[config.mk]
export PLATFORM = sky130hd
export DESIGN_NAME = byte_rx_flat
export DESIGN_NICKNAME = d
export VERILOG_FILES = /design/src/rtl/byte_rx_pkg.sv /design/src/rtl/byte_rx_if.sv /design/src/rtl/sync2.sv /design/src/rtl/byte_rx.sv /design/src/flat_wrapper.sv
export SDC_FILE = /design/constraint.sdc
export NUM_CORES = 1
export LEC_CHECK = 0
export CAP_MARGIN = 20
export CELL_PAD_IN_SITES_DETAIL_PLACEMENT = 0
export CELL_PAD_IN_SITES_GLOBAL_PLACEMENT = 1
export CORE_MARGIN = 2
export CORE_UTILIZATION = 30
export DETAILED_ROUTE_END_ITERATION = 10
export HOLD_SLACK_MARGIN = 0.06
export PLACE_DENSITY = 0.6
export SLEW_MARGIN = 10
export SYNTH_ARGS = -nofsm -noshare
export SYNTH_HDL_FRONTEND = slang
export SYNTH_SLANG_ARGS = --single-unit
[constraint.sdc]
create_clock -name clk -period 4 [get_ports clk]
set_clock_uncertainty 0.2 [all_clocks]
set_input_delay 0.4 -clock clk [delete_from_list [all_inputs] [get_ports clk]]
set_output_delay 0.4 -clock clk [all_outputs]
set_load 0.005 [all_outputs]
[src/rtl/byte_rx_pkg.sv]
// byte_rx_pkg: shared types and width helpers for the serial byte receiver.
//   state_e          - receiver FSM states
//   IDX_W            - width of the data bit index (8 data bits)
//   CLKS_PER_BIT_DEF - default oversampling ratio
//   cnt_width()      - bit-counter width for a given CLKS_PER_BIT
package byte_rx_pkg;

   typedef enum logic [2:0] {
      StIdle   = 3'd0,
      StStart  = 3'd1,
      StData   = 3'd2,
      StParity = 3'd3,
      StStop   = 3'd4,
      StBreak  = 3'd5
   } state_e;

   localparam int unsigned IDX_W            = 3;
   localparam int unsigned CLKS_PER_BIT_DEF = 16;

   // Counter holds values up to CLKS_PER_BIT-1.
   function automatic int unsigned cnt_width(input int unsigned clks);
      return (clks < 2) ? 1 : $clog2(clks);
   endfunction

endpackage

[src/rtl/byte_rx_if.sv]
// byte_rx_if: serial line plus received-byte outputs of byte_rx.
//   rxd        - serial line, idle high
//   data       - last good byte
//   enable     - one-cycle strobe when data is new
//   busy       - frame in progress
//   frame_err  - one-cycle pulse, stop bit sampled low
//   parity_err - one-cycle pulse, parity mismatch
// master: the line driver / byte consumer side. slave: the receiver.
interface byte_rx_if;

   logic       rxd;
   logic [7:0] data;
   logic       enable;
   logic       busy;
   logic       frame_err;
   logic       parity_err;

   modport master (
      output rxd,
      input  data, enable, busy, frame_err, parity_err
   );

   modport slave (
      input  rxd,
      output data, enable, busy, frame_err, parity_err
   );

endinterface

[src/rtl/sync2.sv]
// sync2: two-flop synchronizer for a single asynchronous input.
//   clk  - destination clock
//   rst_ - asynchronous active-low reset, both flops load RST_VAL
//   d    - asynchronous input
//   q    - synchronized output
module sync2 #(
   parameter logic RST_VAL = 1'b1
) (
   input  logic clk,
   input  logic rst_,
   input  logic d,
   output logic q
);

   logic meta;

   always_ff @(posedge clk or negedge rst_) begin
      if (!rst_) begin
         meta <= RST_VAL;
         q    <= RST_VAL;
      end else begin
         meta <= d;
         q    <= meta;
      end
   end

endmodule

[src/rtl/byte_rx.sv]
// byte_rx: oversampling asynchronous-serial byte receiver.
// Deframes start / 8 data (LSB first) / optional parity / stop, and strobes
// validated bytes into data with a one-cycle enable. Faulty frames raise
// frame_err or parity_err instead and leave data untouched.
//   clk  - clock
//   rst_ - asynchronous active-low reset
//   bus  - byte_rx_if.slave (rxd in; data, enable, busy, frame_err, parity_err out)
module byte_rx
   import byte_rx_pkg::*;
#(
   parameter int unsigned CLKS_PER_BIT = CLKS_PER_BIT_DEF,
   parameter bit          PARITY_EN    = 1'b1,
   parameter bit          PARITY_ODD   = 1'b0
) (
   input  logic     clk,
   input  logic     rst_,
   byte_rx_if.slave bus
);

   localparam int unsigned   CW      = cnt_width(CLKS_PER_BIT);
   localparam logic [CW-1:0] HALF_M1 = CW'(CLKS_PER_BIT / 2 - 1);
   localparam logic [CW-1:0] FULL_M1 = CW'(CLKS_PER_BIT - 1);

   state_e           state_q, state_d;
   logic [CW-1:0]    cnt_q, cnt_d;
   logic [IDX_W-1:0] idx_q, idx_d;
   logic [7:0]       shift_q, shift_d;
   logic [7:0]       data_q, data_d;
   logic             par_bad_q, par_bad_d;  // parity verdict held until stop
   logic             enable_q, enable_d;
   logic             ferr_q, ferr_d;
   logic             perr_q, perr_d;
   logic             rxd_prev_q;
   // Edge detection is held off until the synchronizer has flushed its reset
   // value, so a line that is already low at release is not taken as a start.
   logic [1:0]       settle_q, settle_d;

   logic rxd_s;
   logic expired;
   logic fall;

   sync2 #(
      .RST_VAL (1'b1)
   ) u_sync (
      .clk  (clk),
      .rst_ (rst_),
      .d    (bus.rxd),
      .q    (rxd_s)
   );

   assign expired = (cnt_q == '0);
   assign fall    = (settle_q == 2'd3) && rxd_prev_q && !rxd_s;

   // State register (all state lives here).
   always_ff @(posedge clk or negedge rst_) begin
      if (!rst_) begin
         state_q    <= StIdle;
         cnt_q      <= '0;
         idx_q      <= '0;
         shift_q    <= '0;
         data_q     <= '0;
         par_bad_q  <= 1'b0;
         enable_q   <= 1'b0;
         ferr_q     <= 1'b0;
         perr_q     <= 1'b0;
         rxd_prev_q <= 1'b1;
         settle_q   <= '0;
      end else begin
         state_q    <= state_d;
         cnt_q      <= cnt_d;
         idx_q      <= idx_d;
         shift_q    <= shift_d;
         data_q     <= data_d;
         par_bad_q  <= par_bad_d;
         enable_q   <= enable_d;
         ferr_q     <= ferr_d;
         perr_q     <= perr_d;
         rxd_prev_q <= rxd_s;
         settle_q   <= settle_d;
      end
   end

   // Next-state logic.
   always_comb begin
      state_d   = state_q;
      cnt_d     = expired ? cnt_q : cnt_q - 1'b1;
      idx_d     = idx_q;
      shift_d   = shift_q;
      data_d    = data_q;
      par_bad_d = par_bad_q;
      enable_d  = 1'b0;
      ferr_d    = 1'b0;
      perr_d    = 1'b0;
      settle_d  = (settle_q == 2'd3) ? settle_q : settle_q + 1'b1;

      unique case (state_q)
         StIdle: begin
            if (fall) begin
               state_d   = StStart;
               cnt_d     = HALF_M1;
               par_bad_d = 1'b0;
            end
         end
         StStart: begin
            if (expired) begin
               if (!rxd_s) begin
                  state_d = StData;
                  cnt_d   = FULL_M1;
                  idx_d   = '0;
               end else begin
                  state_d = StIdle;  // glitch, not a real start bit
               end
            end
         end
         StData: begin
            if (expired) begin
               shift_d = {rxd_s, shift_q[7:1]};
               cnt_d   = FULL_M1;
               idx_d   = idx_q + 1'b1;
               if (&idx_q) begin
                  state_d = PARITY_EN ? StParity : StStop;
               end
            end
         end
         StParity: begin
            if (expired) begin
               par_bad_d = ((^shift_q) ^ rxd_s) != PARITY_ODD;
               cnt_d     = FULL_M1;
               state_d   = StStop;
            end
         end
         StStop: begin
            // Leaving at mid-stop lets a start edge half a bit later be caught.
            if (expired) begin
               if (!rxd_s) begin
                  ferr_d  = 1'b1;
                  state_d = StBreak;
               end else if (par_bad_q) begin
                  perr_d  = 1'b1;
                  state_d = StIdle;
               end else begin
                  data_d   = shift_q;
                  enable_d = 1'b1;
                  state_d  = StIdle;
               end
            end
         end
         StBreak: begin
            if (rxd_s) begin
               state_d = StIdle;
            end
         end
         default: begin
            state_d = StIdle;
         end
      endcase
   end

   // Outputs, all taken from registers.
   always_comb begin
      bus.data       = data_q;
      bus.enable     = enable_q;
      bus.busy       = (state_q != StIdle);
      bus.frame_err  = ferr_q;
      bus.parity_err = perr_q;
   end

endmodule
[src/flat_wrapper.sv]
// flat-port wrapper written by rule: the top's interface ports become plain ports
module byte_rx_flat import byte_rx_pkg::*;
#(
   parameter int unsigned CLKS_PER_BIT = CLKS_PER_BIT_DEF,
   parameter bit          PARITY_EN    = 1'b1,
   parameter bit          PARITY_ODD   = 1'b0
)
  (clk, rst_, bus_rxd, bus_data, bus_enable, bus_busy, bus_frame_err, bus_parity_err);
  byte_rx_if bus_i ();
  input  logic clk;
  input  logic rst_;
  input wire logic [$bits(bus_i.rxd)-1:0] bus_rxd;
  output wire logic [$bits(bus_i.data)-1:0] bus_data;
  output wire logic [$bits(bus_i.enable)-1:0] bus_enable;
  output wire logic [$bits(bus_i.busy)-1:0] bus_busy;
  output wire logic [$bits(bus_i.frame_err)-1:0] bus_frame_err;
  output wire logic [$bits(bus_i.parity_err)-1:0] bus_parity_err;
  assign bus_i.rxd = bus_rxd;
  assign bus_data = bus_i.data;
  assign bus_enable = bus_i.enable;
  assign bus_busy = bus_i.busy;
  assign bus_frame_err = bus_i.frame_err;
  assign bus_parity_err = bus_i.parity_err;
  byte_rx #(.CLKS_PER_BIT(CLKS_PER_BIT), .PARITY_EN(PARITY_EN), .PARITY_ODD(PARITY_ODD)) u_core (.clk(clk), .rst_(rst_), .bus(bus_i));
endmodule
After elaboration in Yosys (flattened, before gate mapping)
Index checks and enable logic that the tools add are counted.
W data, S select, Z words.
{ "totals": {"register_bits": 35, "in_bits": 3, "word_cells": 82} }
{ "op_classes": {"n_addsub": 3, "n_eq_ne": 14, "muxes": 34, "n_bitwise": 2, "n_reduce_logical": 16} }
{ "op_table": {"columns": ["operator", "n"], "rows": [
  ["$mux W3", 11],
  ["$mux W4", 5],
  ["$pmux W3 S6", 1],
  ["$mux W1", 13],
  ["$ne A2 B1 Y1 const B", 6],
  ["$pmux W4 S3", 1],
  ["$reduce_and A4 Y1", 2],
  ["$reduce_xor A8 Y1", 1],
  ["$reduce_and A7 Y1", 1],
  ["$eq A3 B2 Y1 const B", 2],
  ["$eq A3 B3 Y1 const B", 2],
  ["$pmux W3 S2", 1],
  ["$reduce_and A3 Y1", 2],
  ["$logic_not A4 Y1", 1],
  ["$ne A2 B2 Y1 const B", 2],
  ["$reduce_bool A2 Y1", 2],
  ["$sub A4 B1 Y4 const B", 1],
  ["$add A3 B1 Y3 const B", 1],
  ["$eq A3 B1 Y1 const B", 1],
  ["$logic_not A3 Y1", 1],
  ["$reduce_bool A3 Y1", 1],
  ["$add A2 B1 Y2 const B", 1],
  ["$eq A2 B2 Y1 const B", 1],
  ["$logic_and A1 B1 Y1", 2],
  ["7 further kinds", 7]
]} }

Longest topological paths before layout
{ "depth": {"word_depth": 5, "ltp_mapped": 8} }

Cells and area by module
Synthesis repeated with hierarchy kept, for this count alone.
{ "hier_totals": {"hier_cells": 147, "area_unflattened_um2": 1611.5} }
{ "by_module_without_submodules": {"columns": ["mod", "n_inst", "cells_each", "area_each_um2", "seq_area_each_um2"], "rows": [
  ["byte_rx", 1, 145, 1559.0, 827.0],
  ["sync2", 1, 2, 52.6, 52.6]
]} }

Worst setup path after synthesis
OpenSTA, ideal clock, no wires.
{ "synth_path": {"kind": "reg2reg", "start": "register u_core.cnt_q[0]", "end": "register u_core.cnt_q[0]", "setup_time_ns": 0.071, "t_arrival_ns": 2.049, "required_time_ns": 3.729, "slack_ns": 1.680, "stages_incl_launch_ff": 9, "path_cell_list": "dfrtp_1 > inv_1 > ha_1 > nor3b_4 > inv_1 > ha_1 > nor3_1 > or4_1 > nand4_1"} }
{ "synth_between": {"elab_chain_len": 5, "elab_cells_between_ends": 8} }
{ "synth_lines": {"columns": ["element", "line_no", "source"], "rows": [
  ["start, declared", "byte_rx.sv:25", "logic [CW-1:0] cnt_q, cnt_d;"],
  ["start signal, assigned", "byte_rx.sv:70", "cnt_q <= cnt_d;"],
  ["$sub A4 B1 Y4 or $logic_not A4 Y1 (tied branches)", "byte_rx.sv:86, byte_rx.sv:51", null],
  ["$mux W4", "byte_rx.sv:86", "cnt_d = expired ? cnt_q : cnt_q - 1'b1;"],
  ["$mux W4", "byte_rx.sv:106", "if (!rxd_s) begin"],
  ["$mux W4", "byte_rx.sv:105", "if (expired) begin"],
  ["$pmux W4 S3 *", "byte_rx.sv:96", "unique case (state_q)"],
  ["net u_core.cnt_d[0]", "byte_rx.sv:25", null]
]} }
The timed path passes the listed nets; every way through them passes the cells marked *.
A chain may end at the register's enable or synchronous reset.

Worst setup path in the final report
Same ends and word-level chain as after synthesis.

==> results.md <==
* Row count at 26
* Starting density of the core at 0.3161
* Half-perimeter wire length after placement at slightly below 2 mm
* Number of antenna violations at the first check in global routing at 0
* Endpoint arrival time on the critical path at roughly 2.6 ns
* Total track usage at 0.1065
* Max FO, Critical Path at 10
* Cells taking the most area after synthesis: dfrtp_1 (49%), mux2_2 (12%), dfstp_2 (4.8%)
* Hold path start: u_core.u_sync.meta$_DFF_PN1_
* Total negative setup slack at 0 ns
* Area of the core at 5205 sq um
* H-Tree Level Count at 2
* CTS tree: built
* Share of cells above drive strength 1 at 0.2353
* Post-synthesis cell count at roughly 140
* Maximum number of pins on one net before global-route repair at 36
* Routed via count divided by cell count at between 4 and 5
* Final clock period utilization by the worst path at 0.6441
* Number of design-rule violations left by the first detailed-router iteration at 31
* Quantity of gates resized following cts at 0
* First-pass GRT wire length at approximately 5 mm
* Post-synth cell types at 37
* Hold Path Depth at 0
* Minimum setup slack among reg-to-reg paths at approximately 1.4 ns
* Die width at between 70 and 80 um
* Clock tree sinks at 35
* Vias in the first global route at about 1.1k
* Power after layout at between 1000 and 1500 uW
* Xor and xnor fraction of the mapped netlist area at 0.05095
* Diode insertion count for antenna repair at 0
* Slew of the pin with the lowest slew margin at around 0.61 ns
* Number of top-level pins at 15
* Proportion of synthesized chip area in sequential cells at 0.5346
* Multiplexer share of the synthesized area at 0.1163
* DRC violation count after routing at 0
* Final Setup Violations at 0
* Final critical delay including setup and external delays at 2.576 ns
* Clock root cell: clkbuf_8
* Number of post-CTS setup repair buffers at 0
* Leakage at 0.0009034 uW
* Startpoint class of the critical path: flop
* Compound-Gate Fraction of Synth Area at 0.07452
* Clk pin slew, worst setup/hold paths at roughly 0.070 ns
* Power density over the cells at about 540 nW/um^2
* Cts bufs inserted at 5
* Final core area utilization at 0.3786
* Area fraction in and, or, nand and nor cells after synthesis at 0.1627
* Post-synthesis adder-cell area fraction at 0.03802
* Most frequent cells in the layout: dfrtp_1 (32), mux2_2 (17), clkdlybuf4s50_1 (14), nand2_1 (10), o21ai_0 (8)
* Die span in y at 78.06 um
* Wire length per cell after detailed routing at roughly 13 um
* Routed vias at 1,054
* Unrepaired setup endpoints after global routing: no
* Average footprint of a synthesized cell at 12.19 sq um
* Quantity of I/O buffers inserted on ports at 14
* Critical path data required time at approximately 4 ns
* Startpoint of the most critical register-to-register path: u_core.cnt_q[0]$_DFF_PN0_
* Critical path capture point type: flop
* Largest family of logic cells by synthesized area: simple AND/OR/NAND/NOR gates
* Hold Worst Slack at 0.1565 ns
* Floorplan die area at 6093 sq um
* Final antenna-violating net count at 0
* Terminus of the critical flop-to-flop path: u_core.cnt_q[0]$_DFF_PN0_
* Worst-path cell chain: inv_1, ha_1, nor3b_4, inv_1, ha_1, nor3_1, or4_1, nand4_1
* Top cell type's share of synthesized area at 0.4867
* Run status: completed
* Final Net Count at 160
* Hold bufs inserted after CTS at 0
* Area overhead of the layout relative to synthesis at 19.77%
* Max Clk Rate at 388.2 MHz
* Post-synthesis cell type with the largest combined area: dfrtp_1
* Most common library cell in the layout ignoring fill and taps: dfrtp_1
* End of the worst hold path: u_core.u_sync.q$_DFF_PN1_
* Number of endpoints with negative hold slack in the final report at 0
* Startpoint-to-endpoint class of the critical path: flop to flop
* Max_slew headroom at 0.5921
* Final RePlAce weighted congestion at 0.7165
* Worst path slowest cell: or4_1
* Max-cap viol count at 0
* Synthesized netlist net count at between 100 and 150
* Hold Crit Class: flop to flop
* Total Routed Length at slightly below 3 mm
* Number of detailed-routing iterations run before antenna repair at 4
* Total congestion overflow after global routing at 0
* Max-slew violation count at 0
* R2r worst-path depth at 8
* Number of buffers on the longest clock path at 2
* Worst ir drop on vdd at 170.7 uV
* Post-synthesis instance area at ~1600 sq um
* Synthesis-stage register bit count at 35
* Delay of the slowest critical-path stage at 0.49 ns
* Number of warning messages in the yosys log at 0
* Clk Latency, worst-skew pair at 0.28 ns
-- critical path, delay by kind of cell, from the launching register on --
family | cells | cell delay, ns
buffers and inverters | 2 | 0.30
DFF | 1 | 0.41
adders and majority gates | 2 | 0.53
and+or+nand+nor | 4 | 1.08
-- worst max-delay path by stage --
stage,from,endpoint,depth (start not counted)
floorplan,u_core.cnt_q[0]$_DFF_PN0_,u_core.cnt_q[0]$_DFF_PN0_,8
global placement,u_core.cnt_q[0]$_DFF_PN0_,u_core.cnt_q[0]$_DFF_PN0_,8
detailed placement,u_core.cnt_q[0]$_DFF_PN0_,u_core.cnt_q[0]$_DFF_PN0_,8
CTS,u_core.cnt_q[0]$_DFF_PN0_,u_core.cnt_q[0]$_DFF_PN0_,8
global route,u_core.cnt_q[0]$_DFF_PN0_,u_core.cnt_q[0]$_DFF_PN0_,8
finish,u_core.cnt_q[0]$_DFF_PN0_,u_core.cnt_q[0]$_DFF_PN0_,8
-- cells in the mapped netlist --
| cell type | n |
|---|---|
| a22o_1 | 2 |
| ha_1 | 5 |
| nand2b_1 | 3 |
| dfrtp_1 | 32 |
| o21ai_0 | 8 |
| nand3b_1 | 1 |
| nand4b_1 | 2 |
| a211o_1 | 1 |
| xor2_1 | 1 |
| nor2b_1 | 1 |
| nand3_1 | 4 |
| a31oi_1 | 1 |
| xnor2_1 | 6 |
| dfstp_2 | 3 |
| inv_1 | 4 |
| nor4_1 | 1 |
| clkbuf_1 | 4 |
| or4_1 | 1 |
| nor3_1 | 4 |
| nor4_4 | 1 |
| nand3b_4 | 1 |
| a21oi_1 | 2 |
| nor3b_4 | 1 |
| xnor3_1 | 1 |
| a21o_1 | 1 |
| nand2_1 | 10 |
| o31ai_1 | 2 |
| or3_1 | 1 |
| nor2_1 | 6 |
| nand4_1 | 2 |
| o31a_2 | 1 |
| and3_2 | 1 |
| mux2_2 | 17 |
| or2b_2 | 1 |
| o211ai_1 | 1 |
| or3b_2 | 1 |
| buf_4 | 1 |
-- kinds of logic after synthesis --
logic type / Yosys count
AOI/OAI and AO/OA: 19
xor gates and xnor gates: 8
adders and majority gates: 5
buffers and inverters: 9
DFF: 35
muxes: 17
and+or+nand+nor: 42
-- metrics by stage --
stage	setup slack [ns]	instance area [sq um]	cells
floorplan	1.680	1645	135
global placement	1.533	1858	215
detailed placement	1.438	1858	215
CTS	1.422	1971	223
global route	1.241	1971	223
finish	1.424	1971	223
-- routing by layer --
metal,vias to the layer above,track usage,routed length (um),part of all wire
met4,0,0.05789,57,0.020
met5,-,0,0,0
met2,14,0.1672,1328,0.46
met3,5,0.02759,87,0.030
li1,518,-,-,-
met1,517,0.1344,1410,0.49
-- flip-flops by register name (all words and copies together), names as in the netlist, 2 cells and up --
signal and count:
u_core.bus.data 8, u_core.cnt_q 4, u_core.idx_q 3, u_core.settle_q 2, u_core.shift_q 8, u_core.state_q 3
-- cell type report --
class	count	area [sq um]
well taps	70	87.58
flip-flops and latches	35	879.6
clock inverters	3	43.79
clock buffers	5	68.82
repair buffers	15	147.6
multi-input cells	91	728.2
fillers	538	3234
inverters	4	15.01
-- power breakdown --
part           switching [uW]  leakage [uW]  internal, uW
clock                     132     0.0000581           185
sequential               82.6      0.000454           403
combinational             117      0.000391           137
total                     331      0.000903           725
Power figures use the tool's default switching activity.
==> edit: new RTL, config.mk and constraints unchanged <==
Encoding of `state_e`: now Gray code (3 bits for 6 states).
--- a/src/rtl/byte_rx_pkg.sv
+++ b/src/rtl/byte_rx_pkg.sv
@@ -8,8 +8,8 @@
    typedef enum logic [2:0] {
-      StIdle   = 3'd0,
-      StStart  = 3'd1,
-      StData   = 3'd2,
-      StParity = 3'd3,
-      StStop   = 3'd4,
-      StBreak  = 3'd5
+      StIdle   = 3'b000,
+      StStart  = 3'b001,
+      StData   = 3'b011,
+      StParity = 3'b010,
+      StStop   = 3'b110,
+      StBreak  = 3'b111
    } state_e;
Formal check against the unedited RTL: no difference found for any inputs over 10 cycles, from zero or initial values and one cycle with rst_ low; not proved beyond that.
==> edit against the original RTL <==
Final area is 0.95% higher; sequential cell count stayed put; hold slack better by 0.0029 ns; via count is 0.57% lower; power is 2.2% lower; count of clock-buffer cells in the layout is 1 higher; die area is 1.2% higher; clock power is 4% higher; routed wire length is 7.5% higher; worst setup slack worse by 0.080 ns; area after synthesis is 1.3% higher; largest cell class unchanged; largest power group unchanged.
==> edit: results (changes against the original RTL) <==
| Metric | Value |
|---|---|
| Synth area leaders | `dfrtp_1, mux2_4, mux2_2 (was dfrtp_1, mux2_2, dfstp_2)` |
| Distinct cells, synth | `34 (was 37)` |
| Seq power | `0.465 mW (was 0.485 mW)` |
| Final GP Congestion | `0.781 (was 0.717)` |
| Initial DRC Count | `65 (was 31)` |
| Reg2Reg Depth | `6 (was 8)` |
| Power, Total | `1.03 mW (was 1.06 mW)` |
| Post-synth net total | `145 (was 143)` |
| Status | `complete, no violations (unchanged)` |
| RR Endpoint | `u_core.bus.data[0]$_DFFE_PN0P_ (was u_core.cnt_q[0]$_DFF_PN0_)` |
| Clock power share | `32.0% (was 30.1%)` |
| Finished Core Util | `36.6% (was 37.9%)` |
| Top-area cell type share of the netlist area | `48.0% (was 48.7%)` |
| Reg2reg setup slack | `1.34 ns (was 1.42 ns)` |
| Slowest cell on crit path | `nor4bb_1 (was or4_1)` |
| Number of global-route vias before repair | `1103 (was 1083)` |
| Post-Layout Cell Count | `226 (was 223)` |
| Placed instance area | `1870 µm² (was 1860 µm²)` |
| Crit path max fanout | `9 (was 10)` |
| Crit path to | `u_core.bus.data[0]$_DFFE_PN0P_ (was u_core.cnt_q[0]$_DFF_PN0_)` |
| Post-synthesis sequential area ratio | `52.8% (was 53.5%)` |
| CP arrival | `2.63 ns (was 2.60 ns)` |
| P_leak | `0.928 nW (was 0.903 nW)` |
| Layout cells sized above 1 | `19.5% (was 23.5%)` |
| CP max stage delay | `0.77 ns (was 0.49 ns)` |
| Fill cells | `524 (was 538)` |
| Post-detailed-route wirelength per cell | `13.7 µm (was 12.9 µm)` |
| Layout Nets | `161 (was 160)` |
| Worst hold slack | `0.159 ns (was 0.156 ns)` |
| Place WS | `1.38 ns (was 1.44 ns)` |
| Commonest cells post-synth | `dfrtp_1, nor2_1, o21ai_0 (was dfrtp_1, mux2_2, nand2_1)` |
| Peak VDD IR | `0.000189 V (was 0.000171 V)` |
| Max Freq | `377 MHz (was 388 MHz)` |
| Post-DP HPWL | `2110 µm (was 1980 µm)` |
| First-pass GRT wire length | `5370 µm (was 5000 µm)` |
| Via count | `1048 (was 1054)` |
| Slew HR | `36.6% (was 59.2%)` |
edit: cells by family (layout without fill, tap and decap cells):
logic type	Yosys count	in the layout	synth area share, %
buffers and inverters	14	31	3.75
AOI/OAI and AO/OA	29	29	11.5
xor gates and xnor gates	8	8	5.03
DFF	35	35	52.8
muxes	18	18	13.8
adders and majority gates	5	5	3.75
and+or+nand+nor	28	28	9.38
edit: final cells by class:
type | instances | area share [%]
Multi-Input combinational cell | 88 | 36.4
Tap cell | 72 | 4.53
Timing Repair Buffer | 15 | 7.42
Sequential cell | 35 | 44.2
Clock buffer | 6 | 4.15
Inverter | 8 | 1.51
Clock inverter | 2 | 1.76
edit: per-layer routing:
layer,up-vias,GRT usage [%],share of wire [%]
li1,520,-,-
met1,506,14.7,49
met2,16,16.9,46
met3,6,3.91,3.1
met4,0,4.74,1.7
met5,-,0,0
